<file path="src/rtl/lsq_address_pipe_pkg.sv">
// Shared widths, memory-op type codes and decode helpers for the LSQ address pipe.
// Load codes LB..LHU and store codes SB..SW are kept contiguous so range checks decode them.
package lsq_address_pipe_pkg;

  localparam int unsigned XLEN_W      = 32;
  localparam int unsigned ROB_TAG_W   = 4;
  localparam int unsigned TYPE_CODE_W = 6;

  localparam int unsigned LB  = 1;
  localparam int unsigned LH  = 2;
  localparam int unsigned LW  = 3;
  localparam int unsigned LBU = 4;
  localparam int unsigned LHU = 5;
  localparam int unsigned SB  = 6;
  localparam int unsigned SH  = 7;
  localparam int unsigned SW  = 8;

  typedef enum logic [1:0] {
    SzNone,
    SzByte,
    SzHalf,
    SzWord
  } access_size_e;

  function automatic logic is_load_type(input int unsigned ty);
    return (ty >= LB) && (ty <= LHU);
  endfunction

  function automatic logic is_store_type(input int unsigned ty);
    return (ty >= SB) && (ty <= SW);
  endfunction

  function automatic access_size_e access_size(input int unsigned ty);
    access_size_e sz;
    case (ty)
      LB, LBU, SB: sz = SzByte;
      LH, LHU, SH: sz = SzHalf;
      LW, SW:      sz = SzWord;
      default:     sz = SzNone;
    endcase
    return sz;
  endfunction

  function automatic logic misaligned(input access_size_e sz, input logic [1:0] ea_lo);
    logic mis;
    case (sz)
      SzHalf:  mis = ea_lo[0];
      SzWord:  mis = |ea_lo;
      default: mis = 1'b0;
    endcase
    return mis;
  endfunction

endpackage

</file>
<file path="src/rtl/lsq_addr_fifo.sv">
// Generic Depth-entry synchronous FIFO with async active-low reset and synchronous clear.
// Push when full and pop when empty are ignored; clear wins over push and pop.
module lsq_addr_fifo #(
  parameter int unsigned Width = 8,
  parameter int unsigned Depth = 4
) (
  input  logic             clk_i,
  input  logic             rst_ni,
  input  logic             push_i,
  input  logic             pop_i,
  input  logic             clear_i,
  input  logic [Width-1:0] wdata_i,
  output logic [Width-1:0] rdata_o,
  output logic             full_o,
  output logic             empty_o
);

  localparam int unsigned PtrW = $clog2(Depth);
  localparam int unsigned CntW = PtrW + 1;

  logic [Width-1:0] mem_q [Depth];
  logic [PtrW-1:0]  wr_ptr_q, wr_ptr_d;
  logic [PtrW-1:0]  rd_ptr_q, rd_ptr_d;
  logic [CntW-1:0]  count_q, count_d;
  logic             do_push, do_pop;

  assign full_o  = (count_q == CntW'(Depth));
  assign empty_o = (count_q == '0);
  assign do_push = push_i && !full_o && !clear_i;
  assign do_pop  = pop_i && !empty_o && !clear_i;

  always_comb begin
    wr_ptr_d = wr_ptr_q;
    rd_ptr_d = rd_ptr_q;
    count_d  = count_q;
    if (clear_i) begin
      wr_ptr_d = '0;
      rd_ptr_d = '0;
      count_d  = '0;
    end else begin
      if (do_push) wr_ptr_d = wr_ptr_q + PtrW'(1);
      if (do_pop)  rd_ptr_d = rd_ptr_q + PtrW'(1);
      case ({do_push, do_pop})
        2'b10:   count_d = count_q + CntW'(1);
        2'b01:   count_d = count_q - CntW'(1);
        default: count_d = count_q;
      endcase
    end
  end

  always_ff @(posedge clk_i or negedge rst_ni) begin
    if (!rst_ni) begin
      wr_ptr_q <= '0;
      rd_ptr_q <= '0;
      count_q  <= '0;
    end else begin
      wr_ptr_q <= wr_ptr_d;
      rd_ptr_q <= rd_ptr_d;
      count_q  <= count_d;
    end
  end

  // Storage needs no reset: count gates every read.
  always_ff @(posedge clk_i) begin
    if (do_push) mem_q[wr_ptr_q] <= wdata_i;
  end

  assign rdata_o = mem_q[rd_ptr_q];

  push_not_full: assert property (@(posedge clk_i) disable iff (!rst_ni)
    !(push_i && !clear_i && full_o));
  pop_not_empty: assert property (@(posedge clk_i) disable iff (!rst_ni)
    !(pop_i && !clear_i && empty_o));

endmodule

</file>
<file path="src/rtl/lsq_address_pipe.sv">
// Address-generation stage: adds immediate to base, checks alignment, buffers entries and
// steers the head to the load buffer (loads) or the ROB (store addresses) in program order.
module lsq_address_pipe
  import lsq_address_pipe_pkg::*;
#(
  parameter int unsigned XLEN   = XLEN_W,
  parameter int unsigned ROB_W  = ROB_TAG_W,
  parameter int unsigned TYPE_W = TYPE_CODE_W,
  parameter int unsigned DEPTH  = 4
) (
  input  logic              clk_in,
  input  logic              rst_in,
  input  logic              rdy_in,
  input  logic              clear_in,
  input  logic              lsq_en_in,
  output logic              lsq_ready_out,
  input  logic [XLEN-1:0]   lsq_A_in,
  input  logic [XLEN-1:0]   lsq_vj_in,
  input  logic [ROB_W-1:0]  lsq_dest_in,
  input  logic [TYPE_W-1:0] lsq_type_in,
  output logic              lbuf_en_out,
  input  logic              lbuf_ready_in,
  output logic [XLEN-1:0]   lbuf_A_out,
  output logic [ROB_W-1:0]  lbuf_dest_out,
  output logic [TYPE_W-1:0] lbuf_type_out,
  output logic              lbuf_misalign_out,
  output logic              rob_en_out,
  output logic [ROB_W-1:0]  rob_dest_out,
  output logic [XLEN-1:0]   rob_address_out,
  output logic              rob_misalign_out
);

  localparam int unsigned EntryW = XLEN + ROB_W + TYPE_W + 2;

  logic [XLEN-1:0]   in_ea;
  int unsigned       in_ty;
  logic              in_ld, in_st, in_mis;
  logic              in_fire, fifo_push, fifo_pop, fifo_clear;
  logic              fifo_full, fifo_empty;
  logic [EntryW-1:0] fifo_wdata, fifo_rdata;

  logic [XLEN-1:0]   head_ea;
  logic [ROB_W-1:0]  head_dest;
  logic [TYPE_W-1:0] head_type;
  logic              head_ld, head_mis;

  // Carry out of the EA add is discarded.
  assign in_ea  = lsq_A_in + lsq_vj_in;
  assign in_ty  = 32'(lsq_type_in);
  assign in_ld  = is_load_type(in_ty);
  assign in_st  = is_store_type(in_ty);
  assign in_mis = misaligned(access_size(in_ty), in_ea[1:0]);

  // Reset also forces ready low so nothing is taken while the pipe is held in reset.
  assign lsq_ready_out = rst_in && rdy_in && !fifo_full;

  // Non-memory types complete the handshake but are not stored.
  assign in_fire    = rdy_in && !clear_in && lsq_en_in && lsq_ready_out;
  assign fifo_push  = in_fire && (in_ld || in_st);
  assign fifo_clear = rdy_in && clear_in;
  assign fifo_pop   = rdy_in && !clear_in && !fifo_empty && (!head_ld || lbuf_ready_in);
  assign fifo_wdata = {in_ea, lsq_dest_in, lsq_type_in, in_ld, in_mis};

  assign {head_ea, head_dest, head_type, head_ld, head_mis} = fifo_rdata;

  lsq_addr_fifo #(
    .Width (EntryW),
    .Depth (DEPTH)
  ) u_fifo (
    .clk_i   (clk_in),
    .rst_ni  (rst_in),
    .push_i  (fifo_push),
    .pop_i   (fifo_pop),
    .clear_i (fifo_clear),
    .wdata_i (fifo_wdata),
    .rdata_o (fifo_rdata),
    .full_o  (fifo_full),
    .empty_o (fifo_empty)
  );

  always_comb begin
    lbuf_en_out       = 1'b0;
    lbuf_A_out        = '0;
    lbuf_dest_out     = '0;
    lbuf_type_out     = '0;
    lbuf_misalign_out = 1'b0;
    rob_en_out        = 1'b0;
    rob_dest_out      = '0;
    rob_address_out   = '0;
    rob_misalign_out  = 1'b0;
    if (!fifo_empty) begin
      if (head_ld) begin
        lbuf_en_out       = 1'b1;
        lbuf_A_out        = head_ea;
        lbuf_dest_out     = head_dest;
        lbuf_type_out     = head_type;
        lbuf_misalign_out = head_mis;
      end else begin
        rob_en_out       = 1'b1;
        rob_dest_out     = head_dest;
        rob_address_out  = head_ea;
        rob_misalign_out = head_mis;
      end
    end
  end

endmodule

</file>
<file path="config.mk">
export PLATFORM = sky130hd
export DESIGN_NAME = lsq_address_pipe
export DESIGN_NICKNAME = d
export VERILOG_FILES = /design/src/rtl/lsq_address_pipe_pkg.sv /design/src/rtl/lsq_addr_fifo.sv /design/src/rtl/lsq_address_pipe.sv
export SDC_FILE = /design/constraint.sdc
export NUM_CORES = 1
export LEC_CHECK = 0
export BUFFER_PORTS_ARGS = -buffer_cell sky130_fd_sc_hd__buf_4
export CAP_MARGIN = 15
export CELL_PAD_IN_SITES_DETAIL_PLACEMENT = 0
export CELL_PAD_IN_SITES_GLOBAL_PLACEMENT = 2
export CORE_AREA = 2 2 155 157
export DETAILED_ROUTE_END_ITERATION = 12
export DIE_AREA = 0 0 157 159
export PLACE_DENSITY_LB_ADDON = 0.3
export SETUP_SLACK_MARGIN = 0.2
export SYNTH_ARGS = -nofsm -noshare
export SYNTH_HDL_FRONTEND = slang
export SYNTH_SLANG_ARGS = --single-unit
</file>
<file path="constraint.sdc">
create_clock -name clk_in -period 3.15 [get_ports clk_in]
set_input_delay 0.63 -clock clk_in [delete_from_list [all_inputs] [get_ports clk_in]]
set_output_delay 0.63 -clock clk_in [all_outputs]
set_load 0.05 [all_outputs]
</file>
==> run summary, run 1 <==
- **status** completed
- **worst slack on hold paths** 0.4148 ns
- **vias in the first global route** 5774
- **Crit Path Class** in2reg
- **GR Overflow Total** 0
- **Pwr Total** 9.089 mW
- **GR Util All Layers** 16.14%
- **starting utilization of the core area** 38.56%
- **CP startpoint** lsq_A_in[0]
- **Max Clock Freq** 339.3 MHz
- **required time at the worst-slack endpoint** 3.31 ns
- **die extent in x** 157 µm
- **total CTS buffers** 17
- **ratio of final minimum period to clock period** 93.56%
- **antenna violations before repair** 1
- **capturing instance or port of the critical path** u_fifo.mem_q[1][40]
- **Worst R2R End** u_fifo.count_q[1]
- **EDFF count, synth** 176
- **maximum number of pins on one net before global-route repair** 46
- **final setup violating endpoints** 0
- **CP Capture Type** register
- **number of distinct library cells after synthesis** 49
- **shortest clock period the worst path allows after layout** 2.947 ns
- **count of yosys warnings during synthesis** 0
- **nets in the synthesized netlist** 717
- **count of vias placed by the detailed router** 5591
- **clk sinks** 183
- **CORE AREA** 23190 µm²
- **post-detailed-route count of antenna-violating nets** 0
- **share of Yosys cell area claimed by the top area cell type** 59.09%
- **final weighted congestion of routability-driven global placement** 0.7362
- **#FFs+latches synth** 183
- **crit-path cells** buf_6 > ha_4 > inv_2 > fa_2 > nor2b_4 > o31a_1 > o2111ai_4 > a311oi_4 > o31ai_2 > nor2_1 > a2111o_1 > o31ai_2 > xnor2_2
- **area taken by multi-input logic gates** 3495 µm²
- **H-tree lvl count** 4
- **R2R cell count** 8
- **height of the die** 159 µm
- **first-pass detailed-route iteration total** 4
- **cell at the root of the clock tree** sky130_fd_sc_hd__clkbuf_16
- **Max rail drop VDD** 371.7 µV
- **crit path max-delay cell type** sky130_fd_sc_hd__a2111o_1
- **count leader, synth** sky130_fd_sc_hd__edfxtp_1
- **unrepaired setup endpoints after global routing** true
- **biggest fanout along the worst timing path** 4
- **post-layout net count** 927
- **relative area change from synthesis to final layout** 30.27%
- **drt via density** 4.904
- **leading post-synthesis cells by instance count** 176 x sky130_fd_sc_hd__edfxtp_1, 45 x sky130_fd_sc_hd__nor2b_1, 44 x sky130_fd_sc_hd__mux4_2, 41 x sky130_fd_sc_hd__and2_1, 35 x sky130_fd_sc_hd__ha_1
- **max_slew headroom** 66.54%
- **critical path startpoint category** primary input
- **synth top area cells** sky130_fd_sc_hd__edfxtp_1 59%, sky130_fd_sc_hd__mux4_2 11%, sky130_fd_sc_hd__ha_1 4.9%
- **Worst-Margin Slew** 0.5019 ns
- **critical path's most frequent cell** sky130_fd_sc_hd__o31ai_2
- **class of the tightest hold or removal check** in2reg
- **final routed wire length divided by cell count** 17.12 µm
- **clock network latency to the later pin of the worst-skew pair** 0.42 ns
- **netlist area before placement** 8944 µm²
- **CTS tree** done
- **sequential cell area** 5465 µm²
- **synthesized instance count** 600
- **detailed placer's ending HPWL** 13850 µm
- **initial DRC count** 306
- **register clock-pin slew on the reported worst setup and hold paths** 0.07 ns
- **leakage power figure** 4.408 nW
- **delay of the slowest cell on the worst path** 0.43 ns
- **launch point of the worst reg-to-reg path** u_fifo.rd_ptr_q[0]
- **flop-to-flop setup slack** 0.56 ns
- **setup skew after layout** 0.009732 ns
- **power density normalized to cell area** 780.1 nW/µm²
- **row count** 56
- **post-synthesis sequential area ratio** 61.05%
- **final hold violation count** 0
- **Max Transition Viols Final** 0
- **number of max-cap violations** 0
- **routed wire length** 19510 µm
- **count of inserted antenna diode cells** 0
- **floorplan die area** 24960 µm²
- **Top FF cell, synth** sky130_fd_sc_hd__edfxtp_1
- **cell type contributing the most total cell area after synthesis** sky130_fd_sc_hd__edfxtp_1
- **buffer levels on the longest clock path** 2
- **fin util** 50.24%
- **crit path DAT** 3.11 ns
- **DRC** 0
- **share of layout cells above drive strength 1** 38.49%
- **fill cell total of the finished layout** 2012
- **fraction of registers with async set/reset** 3.825%
- **wire length of the first global-routing pass** 30970 µm
- **start point of the worst min-delay path** lsq_dest_in[3]
- **port buffer count** 162
- **number of primary I/O pins** 163
- **Avg Cell Area, Syn** 14.91 µm²
cell families (layout without fill, tap and decap cells):
family	Yosys count	in the layout	share of synthesized area, %
DFF	183	183	61.05
and+or+nand+nor	171	171	10.60
AOI/OAI and AO/OA	95	95	6.981
muxes	45	45	11.19
adders and majority gates	37	37	5.344
buffers and inverters	36	257	1.595
xor gates and xnor gates	33	33	3.232
worst min-delay path by stage:
stage          slack, ns  cells past startpoint             endpoint
6_report            0.41                      1  u_fifo.mem_q[1][11]
5_1_grt             0.39                      1   u_fifo.mem_q[0][9]
4_1_cts             0.39                      1  u_fifo.mem_q[1][11]
3_5_place_dp        0.46                      1    u_fifo.count_q[2]
3_3_place_gp        0.45                      1    u_fifo.count_q[2]
2_1_floorplan       0.33                      0    u_fifo.count_q[0]
critical path, delay by kind of cell:
family                     cells  cell delay (ns)
AOI/OAI and AO/OA              6             1.69
xor gates and xnor gates       1             0.12
and+or+nand+nor                2             0.14
buffers and inverters          2             0.15
adders and majority gates      2             0.39
layout make-up:
cell class	instances	area share (%)
clock inverter	13	1.128
sequential	183	46.91
inverter	15	0.4832
timing repair buffer	212	14.41
multi-input combinational	381	29.99
tap	319	3.426
clock buffer	17	3.651
where the power goes:
part | total [mW] | internal [mW] | switching [mW]
combinational | 4.27 | 1.51 | 2.75
sequential | 2.83 | 2.79 | 0.0479
clock | 1.99 | 1.15 | 0.836
state kept, by name, summed over array words and instances (netlist names):
register,flops
u_fifo.count_q,3
u_fifo.rd_ptr_q,2
u_fifo.mem_q,176
u_fifo.wr_ptr_q,2
stage by stage:
step | TNS, ns | instances | instance area, µm² | setup WS [ns]
floorplan | 0 | 600 | 8989 | 0.1722
CTS | 0 | 1138 | 11560 | 0.2019
detailed placement | -6.748 | 1106 | 10940 | -0.2911
global placement | -7.966 | 1106 | 10940 | -0.3167
finish | 0 | 1140 | 11650 | 0.2029
global route | 0 | 1140 | 11650 | 0.1120
layer usage:
metal,up-vias,share of wire [%],GRT usage (%),routed length [µm]
met5,-,0,0,0
met4,0,0.76,3.628,149
met3,13,4.6,3.457,888
met2,129,51,27.27,9866
met1,2745,44,21.40,8608
li1,2704,-,-,-
cells in the final DEF, fill, tap and decap left out, types with 3 or more instances in the layout:
cell type	n
sky130_fd_sc_hd__buf_4	202
sky130_fd_sc_hd__edfxtp_1	176
sky130_fd_sc_hd__nor2b_1	45
sky130_fd_sc_hd__mux4_2	44
sky130_fd_sc_hd__and2_1	36
sky130_fd_sc_hd__ha_1	33
sky130_fd_sc_hd__nand2_1	29
sky130_fd_sc_hd__a21oi_1	27
sky130_fd_sc_hd__nor2_1	27
sky130_fd_sc_hd__o21ai_0	19
sky130_fd_sc_hd__xnor2_1	17
sky130_fd_sc_hd__clkbuf_16	17
sky130_fd_sc_hd__a21o_1	15
sky130_fd_sc_hd__inv_1	14
sky130_fd_sc_hd__xor2_1	11
sky130_fd_sc_hd__nand3_1	5
sky130_fd_sc_hd__dfrtp_1	5
sky130_fd_sc_hd__nor3_1	4
sky130_fd_sc_hd__xnor2_2	4
sky130_fd_sc_hd__and2_2	4
sky130_fd_sc_hd__buf_6	4
sky130_fd_sc_hd__buf_12	4
sky130_fd_sc_hd__nand4_1	3
sky130_fd_sc_hd__a211oi_1	3
sky130_fd_sc_hd__o21a_1	3
sky130_fd_sc_hd__o21bai_1	3
sky130_fd_sc_hd__nand2b_1	3
sky130_fd_sc_hd__a31oi_1	3
sky130_fd_sc_hd__clkinv_1	3
repair_timing:
action	4_1_cts	5_1_grt
resized for setup	7	15
setup endpoints to repair	87	69
hold endpoints to repair	5	0
hold buffers	1	0
setup buffers	1	2
cloned	0	0
pin swaps	1	1
Power figures use the tool's default switching activity.
==> run 2, diff against run 1 <==
Clock period 3.15 ns to 3.05 ns, I/O delays scaled along.
==> run 2 against run 1 <==
Compared with the run above: sequential power up 3%; critical path depth unchanged; count of clock-buffer cells in the layout unchanged; non-clock buffer count up 19; total power up 8.1%; die area unchanged; critical endpoint unchanged; largest power group unchanged.
==> run summary, run 2 (same netlist as run 1, synthesis figures left out) <==
- **ratio of final minimum period to clock period** 93.44%
- **count of inserted antenna diode cells** 0, unchanged
- **GR Overflow Total** 0, unchanged
- **starting utilization of the core area** 38.56%, unchanged
- **final hold violation count** 0, unchanged
- **clk sinks** 183, unchanged
- **unrepaired setup endpoints after global routing** true
- **Max Clock Freq** 350.9 MHz
- **DRC** 0, unchanged
- **total CTS buffers** 17, unchanged
- **die extent in x** 157 µm, unchanged
- **clock network latency to the later pin of the worst-skew pair** 0.43 ns, about the same
- **final routed wire length divided by cell count** 17.47 µm, +2.0%
- **sequential cell area** 5465 µm², unchanged
- **relative area change from synthesis to final layout** 34.18%
- **row count** 56, unchanged
- **wire length of the first global-routing pass** 30950 µm, about the same
- **Pwr Total** 9.829 mW, +8.1%
- **drt via density** 4.903, about the same
- **buffer levels on the longest clock path** 2, unchanged
- **maximum number of pins on one net before global-route repair** 46, unchanged
- **final setup violating endpoints** 0, unchanged
- **height of the die** 159 µm, unchanged
- **vias in the first global route** 5888, +2.0%
- **register clock-pin slew on the reported worst setup and hold paths** 0.07 ns, about the same
- **Max Transition Viols Final** 0, unchanged
- **initial DRC count** 330, +7.8%
- **cell at the root of the clock tree** sky130_fd_sc_hd__clkbuf_16
- **area taken by multi-input logic gates** 3550 µm², +1.6%
- **first-pass detailed-route iteration total** 7, +3
- **GR Util All Layers** 16.14%, about the same
- **Worst-Margin Slew** 0.4809 ns, -0.02100 ns
- **number of flip-flops under the largest register name** 176, unchanged
- **power density normalized to cell area** 819.1 nW/µm², +5.0%
- **required time at the worst-slack endpoint** 3.22 ns, -0.09 ns
- **number of primary I/O pins** 163, unchanged
- **post-layout net count** 946, +2.0%
- **worst slack on hold paths** 0.3788 ns, -0.03592 ns
- **crit path DAT** 3.02 ns, -0.09 ns
- **max_slew headroom** 67.94%, +1.4 points
- **setup skew after layout** 0.01365 ns, +0.003913 ns
- **most frequent cells in the layout** 203 x sky130_fd_sc_hd__buf_4, 176 x sky130_fd_sc_hd__edfxtp_1, 45 x sky130_fd_sc_hd__nor2b_1, 44 x sky130_fd_sc_hd__mux4_2, 35 x sky130_fd_sc_hd__and2_1
- **port buffer count** 162, unchanged
- **critical path startpoint category** primary input
- **fill cell total of the finished layout** 1981, -1.5%
- **final weighted congestion of routability-driven global placement** 0.7362, unchanged
- **routed wire length** 20280 µm, +3.9%
- **Top Registers** u_fifo.mem_q x176, u_fifo.count_q x3
- **Crit Path Class** in2reg
- **shortest clock period the worst path allows after layout** 2.850 ns
- **detailed placer's ending HPWL** 13770 µm, -0.61%
- **min setup slack post-route** 0.2000 ns, -0.002829 ns
- **floorplan die area** 24960 µm², unchanged
- **CORE AREA** 23190 µm², unchanged
- **number of max-cap violations** 0, unchanged
- **H-tree lvl count** 4, unchanged
- **share of layout cells above drive strength 1** 40.86%, +2.4 points
- **post-detailed-route count of antenna-violating nets** 0, unchanged
- **status** completed
- **CTS tree** done
- **class of the tightest hold or removal check** in2reg
- **# placed instances** 1116, +0.90%
- **count of vias placed by the detailed router** 5692, +1.8%
- **setup TNS** 0 ns, unchanged
- **Place WS** -0.3586 ns, -0.06742 ns
- **CP Capture Type** register
- **most common cell after layout, fill and taps aside** sky130_fd_sc_hd__buf_4
- **biggest fanout along the worst timing path** 4, unchanged
- **Max rail drop VDD** 442.5 µV, +19%
- **register with the most flip-flops** u_fifo.mem_q
- **number of standard cells in the layout, taps in and fillers out** 1161, +1.8%
- **antenna violations before repair** 0, -1
- **leakage power figure** 4.572 nW, +3.7%
run 2: critical path, cell delays in order:
cell and delay (ns):
sky130_fd_sc_hd__buf_6 0.10, sky130_fd_sc_hd__ha_4 0.16, sky130_fd_sc_hd__inv_2 0.05, sky130_fd_sc_hd__fa_2 0.22, sky130_fd_sc_hd__nor2b_4 0.04, sky130_fd_sc_hd__o31a_1 0.28, sky130_fd_sc_hd__o2111ai_4 0.29, sky130_fd_sc_hd__a311oi_4 0.17
sky130_fd_sc_hd__o31ai_4 0.28, sky130_fd_sc_hd__nor2_1 0.07, sky130_fd_sc_hd__a2111o_1 0.41, sky130_fd_sc_hd__o31ai_4 0.23, sky130_fd_sc_hd__xnor2_2 0.11
run 2: final timing paths:
check / slack (ns) / end / startpoint / cells past startpoint
worst min-delay path: 0.38 / u_fifo.mem_q[0][11] / lsq_dest_in[3] / 1
worst min register to register: 0.56 / u_fifo.wr_ptr_q[0] / u_fifo.wr_ptr_q[0] / 1
worst max-delay path: 0.20 / u_fifo.mem_q[1][40] / lsq_A_in[0] / 13
worst max register to register: 0.37 / u_fifo.count_q[1] / u_fifo.rd_ptr_q[0] / 9
min in group asynchronous: 0.55 / u_fifo.count_q[2] / rst_in / 2
max in group asynchronous: 2.35 / u_fifo.rd_ptr_q[0] / rst_in / 2
run 2: layer usage:
metal / GRT usage [%] / wire, µm / vias to the layer above
li1: - / - / 2741
met1: 20.73 / 8694 / 2798
met2: 27.97 / 10450 / 136
met3: 2.776 / 933 / 17
met4: 4.712 / 196 / 0
met5: 0 / 0 / -
run 2: per-stage QoR:
stage               utilization, %  instance area, µm²
CTS                          50.52               11720
global placement             47.44               11000
finish                       51.74               12000
global route                 51.74               12000
floorplan                        -                8989
detailed placement           47.44               11000
run 2: cell type report:
class | instances | share of cell area, %
Sequential cell | 183 | 45.54
Multi-Input combinational cell | 381 | 29.58
Timing Repair Buffer | 231 | 16.16
Inverter | 15 | 0.4692
Clock inverter | 15 | 1.376
Clock buffer | 17 | 3.545
Tap cell | 319 | 3.326
run 2: power by group:
part / total, mW / internal, mW / leakage [nW] / switching (mW)
clock: 2.16 / 1.22 / 0.285 / 0.942
sequential: 2.92 / 2.88 / 1.67 / 0.0459
combinational: 4.74 / 1.80 / 2.61 / 2.94
run 2: timing repair:
item | 4_1_cts | 5_1_grt
cloned | 0 | 4
setup endpoints to repair | 98 | 111
hold buffers | 1 | 0
endpoints found under the hold margin | 7 | 0
pin swaps | 2 | 8
buffers inserted | 3 | 5
resized for setup | 16 | 30
